File: src/rtl/key_conditioner_pkg.sv
// Shared types and constants for the key conditioner.
// Optional feature macro: KEY_CONDITIONER_KEY_REPEAT_EN (auto-repeat press pulses).
package key_conditioner_pkg;

    // Per-key debounce state. Exposed by each channel so checkers can bind to it.
    typedef enum logic [1:0] {
        RELEASED     = 2'd0,
        PRESS_WAIT   = 2'd1,
        PRESSED      = 2'd2,
        RELEASE_WAIT = 2'd3
    } key_state_e;

    // Default timing at a 50 MHz clock.
    localparam int          DEFAULT_NUM_KEYS        = 4;
    localparam int unsigned DEFAULT_DEBOUNCE_CYCLES = 32'd1000000;  // 20 ms
    localparam int unsigned DEFAULT_REPEAT_DELAY    = 32'd25000000; // 500 ms
    localparam int unsigned DEFAULT_REPEAT_PERIOD   = 32'd5000000;  // 100 ms

    // Bits needed for a counter that must hold values 0..max_val inclusive.
    function automatic int cnt_width(input int unsigned max_val);
        return (max_val < 32'd2) ? 1 : $clog2(max_val + 32'd1);
    endfunction

endpackage

File: src/rtl/key_debounce_channel.sv
// One key channel: two-flop synchroniser, four-state debounce FSM and,
// when KEY_CONDITIONER_KEY_REPEAT_EN is defined, an auto-repeat counter.
//
// Handshake: none. press_pulse/release_pulse are registered one-cycle
// strobes meant to be used as synchronous enables; there is no ready/ack,
// a strobe is simply valid for exactly the cycle it is high.
module key_debounce_channel
    import key_conditioner_pkg::*;
#(
    parameter int unsigned DEBOUNCE_CYCLES = DEFAULT_DEBOUNCE_CYCLES
`ifdef KEY_CONDITIONER_KEY_REPEAT_EN
    ,
    parameter int unsigned REPEAT_DELAY    = DEFAULT_REPEAT_DELAY,
    parameter int unsigned REPEAT_PERIOD   = DEFAULT_REPEAT_PERIOD
`endif
) (
    input  logic       clk,
    input  logic       reset,
    input  logic       key_n,
    output key_state_e state,
    output logic       press_pulse,
    output logic       release_pulse
);

    localparam int CW = cnt_width(DEBOUNCE_CYCLES);
    localparam logic [CW-1:0] CNT_DONE = CW'(DEBOUNCE_CYCLES);
    localparam logic [CW-1:0] CNT_ONE  = CW'(1);

    logic          sync_meta;
    logic          sync_s;
    key_state_e    state_q;
    key_state_e    state_d;
    logic [CW-1:0] cnt_q;
    logic [CW-1:0] cnt_d;
    logic          press_accept;
    logic          press_d;
    logic          release_d;
    logic          press_q;
    logic          release_q;

    // Two-flop synchroniser; presets to "released" so reset never looks like a press.
    always_ff @(posedge clk) begin
        if (reset) begin
            sync_meta <= 1'b1;
            sync_s    <= 1'b1;
        end else begin
            sync_meta <= key_n;
            sync_s    <= sync_meta;
        end
    end

    // State, debounce counter and registered pulse outputs.
    always_ff @(posedge clk) begin
        if (reset) begin
            state_q   <= RELEASED;
            cnt_q     <= '0;
            press_q   <= 1'b0;
            release_q <= 1'b0;
        end else begin
            state_q   <= state_d;
            cnt_q     <= cnt_d;
            press_q   <= press_d;
            release_q <= release_d;
        end
    end

    // Next state: a level change is accepted only after the counter reaches
    // DEBOUNCE_CYCLES with the new level still present; any bounce back aborts.
    always_comb begin
        state_d      = state_q;
        cnt_d        = cnt_q;
        press_accept = 1'b0;
        release_d    = 1'b0;
        unique case (state_q)
            RELEASED: begin
                if (!sync_s) begin
                    state_d = PRESS_WAIT;
                    cnt_d   = CNT_ONE;
                end
            end
            PRESS_WAIT: begin
                if (sync_s) begin
                    state_d = RELEASED;
                    cnt_d   = '0;
                end else if (cnt_q == CNT_DONE) begin
                    state_d      = PRESSED;
                    cnt_d        = '0;
                    press_accept = 1'b1;
                end else begin
                    cnt_d = cnt_q + CNT_ONE;
                end
            end
            PRESSED: begin
                if (sync_s) begin
                    state_d = RELEASE_WAIT;
                    cnt_d   = CNT_ONE;
                end
            end
            RELEASE_WAIT: begin
                if (!sync_s) begin
                    state_d = PRESSED;
                    cnt_d   = '0;
                end else if (cnt_q == CNT_DONE) begin
                    state_d   = RELEASED;
                    cnt_d     = '0;
                    release_d = 1'b1;
                end else begin
                    cnt_d = cnt_q + CNT_ONE;
                end
            end
            default: begin
                state_d = RELEASED;
                cnt_d   = '0;
            end
        endcase
    end

`ifdef KEY_CONDITIONER_KEY_REPEAT_EN
    localparam int unsigned REP_MAX = (REPEAT_DELAY > REPEAT_PERIOD) ? REPEAT_DELAY : REPEAT_PERIOD;
    localparam int RW = cnt_width(REP_MAX);
    localparam logic [RW-1:0] REP_FIRST = RW'(REPEAT_DELAY);
    localparam logic [RW-1:0] REP_NEXT  = RW'(REPEAT_PERIOD);
    localparam logic [RW-1:0] REP_ONE   = RW'(1);

    logic [RW-1:0] rep_cnt_q;
    logic [RW-1:0] rep_cnt_d;
    logic          rep_armed_q;
    logic          rep_armed_d;
    logic          rep_fire;
    logic [RW-1:0] rep_limit;

    // Repeat counter registers; armed selects the period after the first repeat.
    always_ff @(posedge clk) begin
        if (reset) begin
            rep_cnt_q   <= '0;
            rep_armed_q <= 1'b0;
        end else begin
            rep_cnt_q   <= rep_cnt_d;
            rep_armed_q <= rep_armed_d;
        end
    end

    // Count only while steadily held; RELEASE_WAIT pauses, RELEASED clears.
    always_comb begin
        rep_cnt_d   = rep_cnt_q;
        rep_armed_d = rep_armed_q;
        rep_fire    = 1'b0;
        rep_limit   = rep_armed_q ? REP_NEXT : REP_FIRST;
        if (state_q == PRESSED && !sync_s) begin
            if (rep_cnt_q + REP_ONE == rep_limit) begin
                rep_fire    = 1'b1;
                rep_cnt_d   = '0;
                rep_armed_d = 1'b1;
            end else begin
                rep_cnt_d = rep_cnt_q + REP_ONE;
            end
        end else if (state_q == RELEASED) begin
            rep_cnt_d   = '0;
            rep_armed_d = 1'b0;
        end
    end

    assign press_d = press_accept | rep_fire;
`else
    assign press_d = press_accept;
`endif

    assign state         = state_q;
    assign press_pulse   = press_q;
    assign release_pulse = release_q;

endmodule

File: src/rtl/key_conditioner.sv
// Key conditioner top: NUM_KEYS independent debounce channels that turn raw
// active-low buttons into a clean level plus press/release strobes.
// Optional feature macro: KEY_CONDITIONER_KEY_REPEAT_EN (auto-repeat press pulses).
module key_conditioner
    import key_conditioner_pkg::*;
#(
    parameter int          NUM_KEYS        = DEFAULT_NUM_KEYS,
    parameter int unsigned DEBOUNCE_CYCLES = DEFAULT_DEBOUNCE_CYCLES,
    parameter int unsigned REPEAT_DELAY    = DEFAULT_REPEAT_DELAY,
    parameter int unsigned REPEAT_PERIOD   = DEFAULT_REPEAT_PERIOD
) (
    input  logic                clk,
    input  logic                reset,
    input  logic [NUM_KEYS-1:0] key_n,
    output logic [NUM_KEYS-1:0] key_down,
    output logic [NUM_KEYS-1:0] press_pulse,
    output logic [NUM_KEYS-1:0] release_pulse
);

    key_state_e chan_state [NUM_KEYS];

    // Zero timing values are meaningless; the named empty scope marks such a
    // configuration in the elaborated hierarchy rather than silently building it.
    if (DEBOUNCE_CYCLES < 1 || REPEAT_DELAY < 1 || REPEAT_PERIOD < 1) begin : g_illegal_timing
    end

    for (genvar i = 0; i < NUM_KEYS; i++) begin : g_chan
        key_debounce_channel #(
            .DEBOUNCE_CYCLES (DEBOUNCE_CYCLES)
`ifdef KEY_CONDITIONER_KEY_REPEAT_EN
            ,
            .REPEAT_DELAY    (REPEAT_DELAY),
            .REPEAT_PERIOD   (REPEAT_PERIOD)
`endif
        ) u_chan (
            .clk           (clk),
            .reset         (reset),
            .key_n         (key_n[i]),
            .state         (chan_state[i]),
            .press_pulse   (press_pulse[i]),
            .release_pulse (release_pulse[i])
        );

        // The debounced level is simply "in the pressed half" of the FSM.
        assign key_down[i] = (chan_state[i] == PRESSED) || (chan_state[i] == RELEASE_WAIT);
    end

endmodule

File: config.mk
export PLATFORM = sky130hd
export DESIGN_NAME = key_conditioner
export DESIGN_NICKNAME = d
export VERILOG_FILES = /design/src/rtl/key_conditioner_pkg.sv /design/src/rtl/key_debounce_channel.sv /design/src/rtl/key_conditioner.sv
export SDC_FILE = /design/constraint.sdc
export NUM_CORES = 1
export LEC_CHECK = 0
export ABC_CLOCK_PERIOD_IN_PS = 1800
export CORE_MARGIN = 8
export CORE_UTILIZATION = 30
export CTS_BUF_LIST = sky130_fd_sc_hd__clkbuf_16
export DETAILED_ROUTE_END_ITERATION = 7
export GPL_ROUTABILITY_DRIVEN = 0
export PLACE_DENSITY_LB_ADDON = 0.08
export SYNTH_ARGS = -nofsm -noshare
export SYNTH_HDL_FRONTEND = slang
export SYNTH_SLANG_ARGS = --single-unit
File: constraint.sdc
create_clock -name clk -period 1.8 [get_ports clk]
set_clock_uncertainty 0.1 [all_clocks]
set_input_delay 0.36 -clock clk [delete_from_list [all_inputs] [get_ports clk]]
set_output_delay 0.36 -clock clk [all_outputs]
set_load 0.01 [all_outputs]
# Yosys cells after proc, flatten, opt, wreduce, memory -nomap -nowiden
# Cells that the tools add are included.
dict set report op_classes {
  addsub 4
  eq_ne 32
  muxes 56
  bitwise_logic 12
  reduce_logical 24
}
# cell count
set ops {}
lappend ops {{2-to-1 mux 20 bit} 20}
lappend ops {{one-hot mux 20 bit (4 select lines)} 4}
lappend ops {{adder 20 x 1 -> 20 bit, second input constant} 4}
lappend ops {{equality test 20 bit, second input constant} 4}
lappend ops {{2-to-1 mux 2 bit} 24}
lappend ops {{one-hot mux 2 bit (4 select lines)} 4}
lappend ops {{OR reduction 3 bit} 8}
lappend ops {{equality test 2 bit, second input constant} 8}
lappend ops {{AND reduction 4 bit} 4}
lappend ops {{inequality test 3 x 1 -> 1 bit, second input constant} 4}
lappend ops {{inequality test 3 bit, second input constant} 4}
lappend ops {{NOT 1 bit} 12}
lappend ops {{equality test 2 x 1 -> 1 bit, second input constant} 4}
lappend ops {{logical NOT 2 bit} 4}
lappend ops {{inequality test 2 x 1 -> 1 bit, second input constant} 4}
lappend ops {{inequality test 2 bit, second input constant} 4}
lappend ops {{AND reduction 2 bit} 4}
lappend ops {{logical OR 1 bit} 4}
lappend ops {{2-to-1 mux 1 bit} 4}
dict set report word_totals {
  regBits 104
  in_bits 6
  out_inout_bits 12
  word_cells 152
}

# Longest topological paths before layout
dict set report depth {
  depth_word 4
  mapped_depth 8
  depth_no_buf 7
}

# Modules after synthesis
# Synthesis repeated with hierarchy kept, for this count alone.
dict set report unflattened {
  cells_unflattened 628
  hier_area_um2 5467.7
}
# mod instances cells_each area_each_um2 seq_area_each_um2
set by_module_without_submodules {}
lappend by_module_without_submodules {{key_debounce_channel at g_chan[1].u_chan ...} 2 156 1395.1 520.5}
lappend by_module_without_submodules {{key_debounce_channel at g_chan[3].u_chan} 1 154 1340.0 520.5}
lappend by_module_without_submodules {{key_debounce_channel at g_chan[0].u_chan} 1 158 1322.5 520.5}
lappend by_module_without_submodules {key_conditioner 1 4 15.0 0.0}

# Worst setup path before layout
# Ideal clock, no wire load.
dict set report synth_path {
  kind {reg-to-reg}
  startpoint {reg g_chan[2].u_chan.cnt_q[0]}
  endpoint {reg g_chan[2].u_chan.cnt_q[10]}
  setup_time_ns 0.074
  arrival_ns 1.696
  required_time_ns 1.626
  setup_slack_ns -0.070
  path_stages_with_launch 9
  n_path_buf 1
  period_less_slack_ns 1.870
  cell_sequence {dfxtp_1 inv_1 ha_1 nor4bb_1 and3_1 and2_1 buf_2 or3_1 o21ai_0}
}
dict set report synth_between {
  elab_chain_len 4
  elab_cells_between_ends 6
  classes_between {add/sub (1); eq/ne (1); mux (4)}
}
# item line
set synth_rtl {}
lappend synth_rtl {{start: declaration} key_debounce_channel.sv:33} ;# logic [CW-1:0] cnt_q;
lappend synth_rtl {{start signal: assignment} key_debounce_channel.sv:61} ;# cnt_q <= cnt_d;
lappend synth_rtl {{adder 20 x 1 -> 20 bit / equality test 20 bit (equally long branches)} --}
lappend synth_rtl {{2-to-1 mux 20 bit (*)} {key_debounce_channel.sv:85, key_debounce_channel.sv:103}}
lappend synth_rtl {{2-to-1 mux 20 bit, on equally long branches} {key_debounce_channel.sv:100, key_debounce_channel.sv:82}}
lappend synth_rtl {{one-hot mux 20 bit (4 select lines) (*)} key_debounce_channel.sv:74} ;# unique case (state_q)
# Every way passes the cells marked *; elsewhere a longest branch is shown, timed or not.
# A chain may end at the register's enable or synchronous reset.

# Final worst setup path
dict set report layout_path {
  startpoint {reg g_chan[3].u_chan.cnt_q[7]}
  endpoint {reg g_chan[3].u_chan.cnt_q[13]}
}
dict set report layout_between {
  elab_chain_len 4
  elab_cells_between_ends 6
  classes_between {add/sub (1); eq/ne (1); mux (4)}
}
# item line
set layout_rtl {}
lappend layout_rtl {{start: declaration} key_debounce_channel.sv:33}
lappend layout_rtl {{start signal: assignment} key_debounce_channel.sv:61}
lappend layout_rtl {{adder 20 x 1 -> 20 bit / equality test 20 bit (equally long branches)} --}
lappend layout_rtl {{2-to-1 mux 20 bit (*)} {key_debounce_channel.sv:85, key_debounce_channel.sv:103}}
lappend layout_rtl {{2-to-1 mux 20 bit, on equally long branches} {key_debounce_channel.sv:100, key_debounce_channel.sv:82}}
lappend layout_rtl {{one-hot mux 20 bit (4 select lines) (*)} key_debounce_channel.sv:74}
# Marks and branches as above.

==> flow_summary.toml <==
[final_layout]
post-route-util = 0.436
drive_gt1_frac = 0.363
nets = 773
final_cell_count_no_fill = 989
antenna_cells = 0
areaGrowthSynthToFinish_pct = 43.1

[logic_synthesis]
synth_ff_type = "dfxtp_1"
yosys-top-cells-area = "dfxtp_1, nand2_1, a31oi_1"
syn_area_sq_um = 5230
yosysWarnings = 0
ys_ff_latch = 104
synthCells = 639
yosysSeqAreaShare = 0.398
synth_edf_count = 0
synth_async_sr_flop_share = 0
synth_top_area_frac = 0.398
avgSynthCellArea_sq_um = 8.19
synthesis.nets = 653
yosysTopAreaCell = "dfxtp_1"
synth_cell_types = 63

[power]
ir_drop_mv = 0.460
power_density_nw_per_um2 = 584
p_leak_uw = 0.00271
p_total_uw = 4370

[clock_network]
htreeDepth = 3
cts_tree = "yes"
holdBufCountCts = 0
numClockSinks = 104
numCtsBuffers = 9
path_clk_slew_ps = 70
clockBufferDepth = 2
clockRootBuffer = "clkbuf_16"
clk_latency_ps = 360

[placement]
place_hpwl_um = 9230
port_buffers = 17
dp.cells = 946
dp_slack_ps = -334

[drt]
post-route-drc-count = 0
drt_pre_antenna_iters = 4
antenna_left = 0
drt_iter0_markers = 299
avgRoutedWirePerCell_um = 14.4
vias = 5004
wl_um = 14300
via_per_inst = 5.06

[floorplanning]
ios = 18
die_x_um = 148
die_h_um = 148
fp.dieArea_sq_um = 21900
num_rows = 48
initial_utilization = 0.305
fp.coreArea_sq_um = 17200

[critical_path]
worstPathArrival_ps = 2060
crit_fanout = 11
cp-end-kind = "flip-flop"
critPathRequiredTime_ps = 1950
path_class = "reg -> reg"
start_kind = "flip-flop"

[timing]
period_needed_ps = 1910
rsz0062_at_grt = "true"
period_share = 1.06
slew_violations = 0
hold_viol_final = 0
fin_ws_ps = -109
max_freq_mhz = 524
setup_viol = 31
worstMarginPinSlew_ps = 437
max-slew-margin-rel = 0.707

[worst_hold_path]
hold_path.class = "reg -> reg"

[flow_run]
cap_violations = 0

[run_status]
status = "finished with violations"
violations = "setup timing"

[global_routing]
globalRouteTotalUtil = 0.124
grt_pass1_wl_um = 22300
grt-ovfl-total = 0
grt_pass1_vias = 4579
grt_max_degree = 26
antenna_found_initial = 0
==> critical path, cell delays in order, from the launching register on <==
cell	delay, ps
dfxtp_2	320
or4b_4	560
nor3_4	190
a211oi_4	100
buf_12	150
a21o_1	150
a22o_1	220
==> path summary, 6_finish.rpt <==
| check | startpoint | end | slack [ps] | cells past startpoint |
|---|---|---|---|---|
| hold reg to reg | g_chan[0].u_chan.sync_meta | g_chan[0].u_chan.sync_s | 310 | 1 |
| setup reg to reg | g_chan[3].u_chan.cnt_q[7] | g_chan[3].u_chan.cnt_q[13] | -110 | 6 |
| setup / recovery | g_chan[3].u_chan.cnt_q[7] | g_chan[3].u_chan.cnt_q[13] | -110 | 6 |
| hold / removal | g_chan[0].u_chan.sync_meta | g_chan[0].u_chan.sync_s | 310 | 1 |
==> layer usage <==
metal / share of wire / GRT usage
met1: 0.49 / 0.159
met3: 0.025 / 0.0319
met2: 0.48 / 0.200
met4: 0.011 / 0.0352
met5: 0 / 0
==> flip-flops by register name (all words and copies together), names as in the netlist, named ones only <==
signal	count
g_chan.u_chan.cnt_q	80
g_chan.u_chan.sync_meta	4
g_chan.u_chan.state	4
g_chan.u_chan.release_pulse	4
g_chan.u_chan.sync_s	4
g_chan.u_chan.press_pulse	4
==> layout make-up <==
type,count,area [sq um]
Multi-Input combinational cell,472,3350
Fill cell,1744,9690
Tap cell,225,282
Clock inverter,7,32.5
Timing Repair Buffer,154,1420
Inverter,18,67.6
Sequential cell,104,2110
Clock buffer,9,225
==> kinds of logic after synthesis <==
group / synth area share
adder cells (fa/ha/maj): 0.0191
XOR/XNOR: 0.0368
buffers and inverters: 0.0581
multiplexers: 0.00981
flip-flops: 0.398
AND/OR/NAND/NOR: 0.290
AO/OA/AOI/OAI: 0.188
==> repair_timing <==
item / 4_1_cts / 5_1_grt
resized for setup: 52 / 100
endpoints found under the setup margin: 59 / 73
gates cloned: 3 / 5
pin swaps: 21 / 42
setup buffers: 5 / 16
==> power breakdown <==
part / leakage, uW / switching, uW / internal, uW
logic: 0.00172 / 120 / 108
clock network: 0.000136 / 894 / 916
registers: 0.000851 / 16.5 / 2320
total: 0.00271 / 1030 / 3340
==> cell usage in the layout (no fill, tap or decap), types with 7 or more instances in the layout <==
master / netlist / layout
or2_2: 8 / 8
nand4_1: 19 / 19
buf_4: 9 / 116
o21ai_2: 0 / 7
buf_6: 2 / 8
xnor2_1: 14 / 14
and4_1: 8 / 7
a21oi_1: 38 / 22
xor2_1: 8 / 8
inv_1: 18 / 15
clkdlybuf4s50_1: 0 / 14
and3_1: 16 / 13
or3_1: 13 / 10
a31oi_1: 42 / 39
nor3_1: 16 / 14
nand2_1: 80 / 75
dfxtp_1: 104 / 82
clkbuf_16: 0 / 13
dfxtp_2: 0 / 22
nor2_1: 35 / 32
o21ai_0: 24 / 13
a21oi_2: 1 / 15
nand3_1: 46 / 41
a22o_1: 10 / 10
==> per-stage QoR <==
stage | setup TNS [ps] | area [sq um] | hold slack [ps]
finish | -1280 | 7490 | 309
global route | -4210 | 7490 | 332
CTS | -1440 | 6890 | 309
detailed placement | -14830 | 6350 | 292
global placement | -13450 | 6350 | 292
floorplan | 0 | 5250 | 289
==> cell usage after synthesis, drive strengths merged (9+ instances only) <==
library cell and number:
a31oi 42, or3 13, a21oi 39, o21ai 25
nor3 17, xnor2 14, buf 26, and3 18
inv 18, nand2 80, nand4 19, or2 10
clkbuf 19, nand3 46, a22o 11, nor2 35
dfxtp 104, nor4 9
(Power assumes the default switching activity.)
